--- src/rtl/dcache_pkg.sv ---
// Shared types and geometry for the L1 data cache controller.
// Tag entries are laid out as {valid, dirty, tag}.
package dcache_pkg;

    localparam int INDEX_W = 4;
    localparam int OFFS_W  = 5;
    localparam int TAG_W   = 32 - INDEX_W - OFFS_W;
    localparam int LINE_W  = 8 << OFFS_W;
    localparam int ENTRY_W = TAG_W + 2;
    localparam int WORD_W  = OFFS_W - 2;

    localparam int VALID_BIT = TAG_W + 1;
    localparam int DIRTY_BIT = TAG_W;

    typedef enum logic [1:0] {
        IDLE,
        WB,
        REFILL,
        FILL
    } state_t;

endpackage

--- src/rtl/dcache_controller.sv ---
// Direct-mapped write-back/write-allocate L1 D-cache sequencer.
// Hits finish in IDLE; misses walk WB -> REFILL -> FILL -> IDLE.
module dcache_controller
    import dcache_pkg::*;
(
    input  logic               clk_i,
    input  logic               rst_i,
    input  logic               cpu_req_i,
    input  logic               cpu_we_i,
    input  logic [31:0]        cpu_addr_i,
    input  logic [31:0]        cpu_wdata_i,
    output logic [31:0]        cpu_rdata_o,
    output logic               cpu_stall_o,
    output logic [INDEX_W-1:0] sram_idx_o,
    output logic               sram_we_o,
    output logic [ENTRY_W-1:0] sram_tag_o,
    output logic [LINE_W-1:0]  sram_data_o,
    input  logic [ENTRY_W-1:0] sram_tag_i,
    input  logic [LINE_W-1:0]  sram_data_i,
    output logic               mem_req_o,
    output logic               mem_we_o,
    output logic [31:0]        mem_addr_o,
    output logic [LINE_W-1:0]  mem_data_o,
    input  logic               mem_ack_i,
    input  logic [LINE_W-1:0]  mem_data_i
);

    state_t state, state_n;

    logic [LINE_W-1:0]  line_buf;
    logic [LINE_W-1:0]  merged;
    logic [INDEX_W-1:0] idx;
    logic [WORD_W-1:0]  word;
    logic [TAG_W-1:0]   req_tag;
    logic [TAG_W-1:0]   vic_tag;
    logic               vic_valid;
    logic               vic_dirty;
    logic               hit;
    logic [7:0]         bit_pos;
    logic               unused_ok;

    assign idx       = cpu_addr_i[OFFS_W+INDEX_W-1:OFFS_W];
    assign word      = cpu_addr_i[OFFS_W-1:2];
    assign req_tag   = cpu_addr_i[31-:TAG_W];
    assign vic_tag   = sram_tag_i[TAG_W-1:0];
    assign vic_valid = sram_tag_i[VALID_BIT];
    assign vic_dirty = sram_tag_i[DIRTY_BIT];
    assign hit       = vic_valid && (vic_tag == req_tag);
    assign bit_pos   = {word, 5'd0};
    assign unused_ok = ^cpu_addr_i[1:0];

    always_comb begin
        merged = sram_data_i;
        merged[bit_pos+:32] = cpu_wdata_i;
    end

    always_ff @(posedge clk_i or negedge rst_i) begin
        if (!rst_i) begin
            state <= IDLE;
        end else begin
            state <= state_n;
        end
    end

    always_ff @(posedge clk_i or negedge rst_i) begin
        if (!rst_i) begin
            line_buf <= '0;
        end else if (state == REFILL && mem_ack_i) begin
            line_buf <= mem_data_i;
        end
    end

    // Outputs are gated by reset so an in-flight request drops at once.
    always_comb begin
        state_n     = state;
        cpu_rdata_o = '0;
        cpu_stall_o = 1'b0;
        sram_idx_o  = '0;
        sram_we_o   = 1'b0;
        sram_tag_o  = '0;
        sram_data_o = '0;
        mem_req_o   = 1'b0;
        mem_we_o    = 1'b0;
        mem_addr_o  = '0;
        mem_data_o  = '0;
        if (rst_i) begin
            sram_idx_o = idx;
            unique case (state)
                IDLE: begin
                    if (cpu_req_i && hit) begin
                        if (cpu_we_i) begin
                            sram_we_o   = 1'b1;
                            sram_tag_o  = {2'b11, req_tag};
                            sram_data_o = merged;
                        end else begin
                            cpu_rdata_o = sram_data_i[bit_pos+:32];
                        end
                    end else if (cpu_req_i) begin
                        cpu_stall_o = 1'b1;
                        state_n = (vic_valid && vic_dirty) ? WB : REFILL;
                    end
                end
                WB: begin
                    cpu_stall_o = 1'b1;
                    mem_req_o   = 1'b1;
                    mem_we_o    = 1'b1;
                    mem_addr_o  = {vic_tag, idx, {OFFS_W{1'b0}}};
                    mem_data_o  = sram_data_i;
                    if (mem_ack_i) begin
                        state_n = REFILL;
                    end
                end
                REFILL: begin
                    cpu_stall_o = 1'b1;
                    mem_req_o   = 1'b1;
                    mem_addr_o  = {req_tag, idx, {OFFS_W{1'b0}}};
                    if (mem_ack_i) begin
                        state_n = FILL;
                    end
                end
                FILL: begin
                    cpu_stall_o = 1'b1;
                    sram_we_o   = 1'b1;
                    sram_tag_o  = {2'b10, req_tag};
                    sram_data_o = line_buf;
                    state_n     = IDLE;
                end
            endcase
        end
    end

endmodule

--- config.mk ---
export PLATFORM = sky130hd
export DESIGN_NAME = dcache_controller
export DESIGN_NICKNAME = d
export VERILOG_FILES = /design/src/rtl/dcache_pkg.sv /design/src/rtl/dcache_controller.sv
export SDC_FILE = /design/constraint.sdc
export NUM_CORES = 1
export LEC_CHECK = 0
export CAP_MARGIN = 20
export CORE_AREA = 2 2 474 476
export DETAILED_ROUTE_END_ITERATION = 7
export DIE_AREA = 0 0 476 478
export PLACE_DENSITY = 0.3
export REMOVE_ABC_BUFFERS = 1
export SYNTH_ARGS = -nofsm -noshare
export SYNTH_HDL_FRONTEND = slang
export SYNTH_SLANG_ARGS = --single-unit
--- constraint.sdc ---
create_clock -name clk_i -period 3.2 [get_ports clk_i]
set_clock_uncertainty 0.15 [all_clocks]
set_input_delay 0.32 -clock clk_i [delete_from_list [all_inputs] [get_ports clk_i]]
set_output_delay 0.32 -clock clk_i [all_outputs]
set_load 0.005 [all_outputs]
==> key figures <==
Clock network
  • CTS tree: done
  • Clock transition at path regs: about 60 ps
  • Cts bufs inserted: 42
  • H-tree depth: 2
  • CTS max path bufs: 3
  • Worst-Skew Late Latency: 630 ps
  • Clock Sinks: 258
  • Root Buffer: clkbuf_16

Critical path
  • CP endpoint kind: primary output
  • Crit path required time: around 2700 ps
  • Critical-path maximum fanout: 13
  • Setup crit start kind: input port
  • CP Class: input port to primary output
  • Crit path DAT: 3130 ps

Routing
  • Drt total wl: 224000 um
  • Vias per cell: between 3 and 4
  • Drt first-iter violations: 1416
  • Detail Route Antenna Nets: 0
  • DR WL/cell: around 32 um
  • Residual DRC: 0
  • Via Count: around 26000
  • Router iterations before antenna repair: 5

STA
  • Final Hold Viols: 0
  • Final setup viols: 258
  • RSZ-0062 raised after global routing: true
  • Worst setup margin: -400 ps
  • Fmax: 278 MHz
  • Period utilization: 112%
  • Final Max Slew Viols: 0
  • Transition time of the tightest slew-check pin: between 800 and 900 ps
  • Slew margin rel.: about two fifths
  • Setup TNS: -42590 ps
  • Minimum clock period: 3600 ps

Finish
  • P&R area growth vs syn: 122%
  • Filler instances: between 20000 and 25000
  • Footprint of the multi-input gates: 14100 um2
  • Register area: 6460 um2
  • Fraction of layout instances using a drive strength above 1: 36.4%
  • Final #Nets: 4534
  • Fin util: 19.8%

Power
  • Seq pwr share: about 25%
  • Peak VDD IR: approximately 0.34 mV
  • Pwr dens: roughly 530 nW/um2
  • Clk pwr share: 20.7%
  • Sw Pwr: 9.01 mW
  • Comb pwr share: 53.9%
  • Leakage: around 21 nW
  • Internal: 14.3 mW
  • Net Sw Frac: between 30% and 40%

Floorplan
  • Number of placement rows: 174
  • Die Span Y: approximately 480 um
  • Die Wd: 476 um
  • Floorplan Core Area: 223000 um2
  • Initial Util: 8.91%
  • Die ar.: 228000 um2
  • Io pins: 1215

Logic synthesis
  • Multiplexer share of the synthesized area: about 25%
  • Mapped Cells: 2402
  • Share of synthesized registers carrying an async set or reset: 100%
  • Main synth FF type: dfrtp_1
  • Count leader, synth: nand2_1
  • Count of different cell masters after synthesis: 36
  • Post-synth top cells: nand2_1 (425), dfrtp_1 (258), and3_1 (257), o21ai_1 (257), mux2_2 (256)
  • Post-synthesis xor/xnor area fraction: under 10%
  • #FFs+latches synth: 258
  • Main combinational cell family by area after synthesis: multiplexers
  • Sequential fraction of the synthesis area: roughly a third
  • Synth Area in Compound Gates: 14.2%
  • Mean Syn Cell Area: 8.28 um2
  • EDFF count, synth: 0
  • Biggest area consumer among synthesized cells: dfrtp_1
  • Synth top area cells: dfrtp_1 (32%), mux2_2 (14%), and3_1 (8.1%)
  • Synth Warn #: 0
  • Post-synth top area share: around a third
  • Synth Area in Adders: less than 1%
  • Synthesized area: ~20000 um2
  • Simple-gate share of the synthesized area: 21.4%

Global routing
  • GR Util met3: approximately 5.4%
  • Initial antenna violation count: 61
  • All-Layer GR Usage: roughly 18%
  • First-pass GRT wire length: between 200000 and 300000 um
  • Largest net degree at the start of global routing: 149
  • Vias in the first global route: approximately 27000
  • Routing usage on met2: 30.1%
  • M1 GR Usage: 21.3%
  • Busiest grt layer: met2
  • Grt ovf: 0

Place
  • DP HPWL: roughly 170000 um
  • PortBufs: 1207
  • GPL Wtd Cong: 0.881

Min path
  • HP Class: input port to flop

Status
  • Failing checks: setup timing
  • Outcome: complete, but fails checks

Flow run
  • Max Cap Viol: 0
registers in the layout (all words and copies together), names as in the netlist:
signal and cells:
state 2, line_buf 256
per-stage QoR:
step	power (mW)	hold slack, ps	area [um2]	setup slack (ps)	cells
after CTS	21.6	51.3	41100	-468	6818
after global routing	24.6	91.7	44100	-467	6945
final	23.3	136	44100	-400	6958
after global placement	16.3	136	38900	-963	6732
after detailed placement	16.3	133	38900	-911	6732
after floorplan	10.0	-126	18900	-5530	2162
cell families (layout without fill, tap and decap cells):
group                    count (synthesis)  count (layout)
multiplexers                           384             384
flip-flops                             258             258
AO/OA/AOI/OAI                          538             538
XOR/XNOR                                23              23
buffers and inverters                  255            1796
AND/OR/NAND/NOR                        932             932
adder cells (fa/ha/maj)                 11              11
other                                    1              24
repair_timing:
item | 4_1_cts | 5_1_grt
setup endpoints to repair | 512 | 564
endpoints found under the hold margin | 131 | 0
setup buffers | 11 | 103
hold buffers | 2 | 0
resized for setup | 366 | 929
gates cloned | 6 | 39
pin swaps | 28 | 117
area by class of cell:
class                   count  area share, %
repair buffers           1711           41.6
multi-input cells        1893           32.1
flip-flops and latches    258           14.6
well taps                2992           8.49
clock buffers              57           2.76
clock inverters            17          0.295
diodes                     19          0.108
inverters                  11         0.0993
power by group through the flow:
| stage | sequential, mW | combinational, mW | clock, mW |
|---|---|---|---|
| 2_1_floorplan | 5.54 | 4.48 | 0 |
| 3_3_place_gp | 5.90 | 10.4 | 0 |
| 3_5_place_dp | 5.94 | 10.4 | 0 |
| 4_1_cts | 5.91 | 10.6 | 5.10 |
| 5_1_grt | 6.11 | 13.4 | 5.18 |
| 6_report | 5.91 | 12.5 | 4.82 |
per-layer routing:
layer  wire [um]  vias up
met4        6450       28
met5         196        -
met2      107000     1249
met3       18800      262
met1       91200    13200
li1            -    11500
path summary, 6_finish.rpt:
| kind | end | from | cells after the start | slack [ps] |
|---|---|---|---|---|
| max | sram_data_o[224] | sram_tag_i[16] | 14 | -400 |
| min | line_buf[152] | mem_data_i[152] | 2 | 140 |
| max reg2reg | state[1] | state[1] | 12 | 210 |
| min reg2reg | line_buf[171] | line_buf[171] | 1 | 360 |
| max in group asynchronous | line_buf[6] | rst_i | 6 | 1670 |
| min in group asynchronous | line_buf[34] | rst_i | 3 | 170 |
cells in the final DEF, fill, tap and decap left out, types with 7 or more instances in the layout:
cell and count:
xnor2_1 20, ha_1 7, nand4_1 8, a22oi_1 22
o21ai_1 55, clkbuf_2 31, buf_8 22, a21boi_2 19
mux2i_1 64, a21oi_1 218, mux2_2 256, buf_4 320
nand2_1 420, buf_2 124, buf_16 22, nor2_1 216
o21ai_4 86, clkinv_2 10, clkbuf_16 74, mux4_2 64
buf_12 134, clkdlybuf4s50_1 774, diode_2 19, o21ai_2 117
dlygate4sd2_1 9, clkdlybuf4s15_2 7, dfrtp_1 258, and3_1 253
clkbuf_8 9, buf_6 92, inv_1 7, dlymetal6s2s_1 144
critical path, stage by stage:
cell,delay (ps)
clkdlybuf4s50_1,550
xnor2_1,140
nand4_1,210
nor4_4,310
buf_4,160
nand4_1,110
buf_6,150
buf_16,160
buf_12,180
buf_4,150
buf_4,160
o21ai_4,190
buf_4,150
buf_12,100
(Power assumes the default switching activity.)
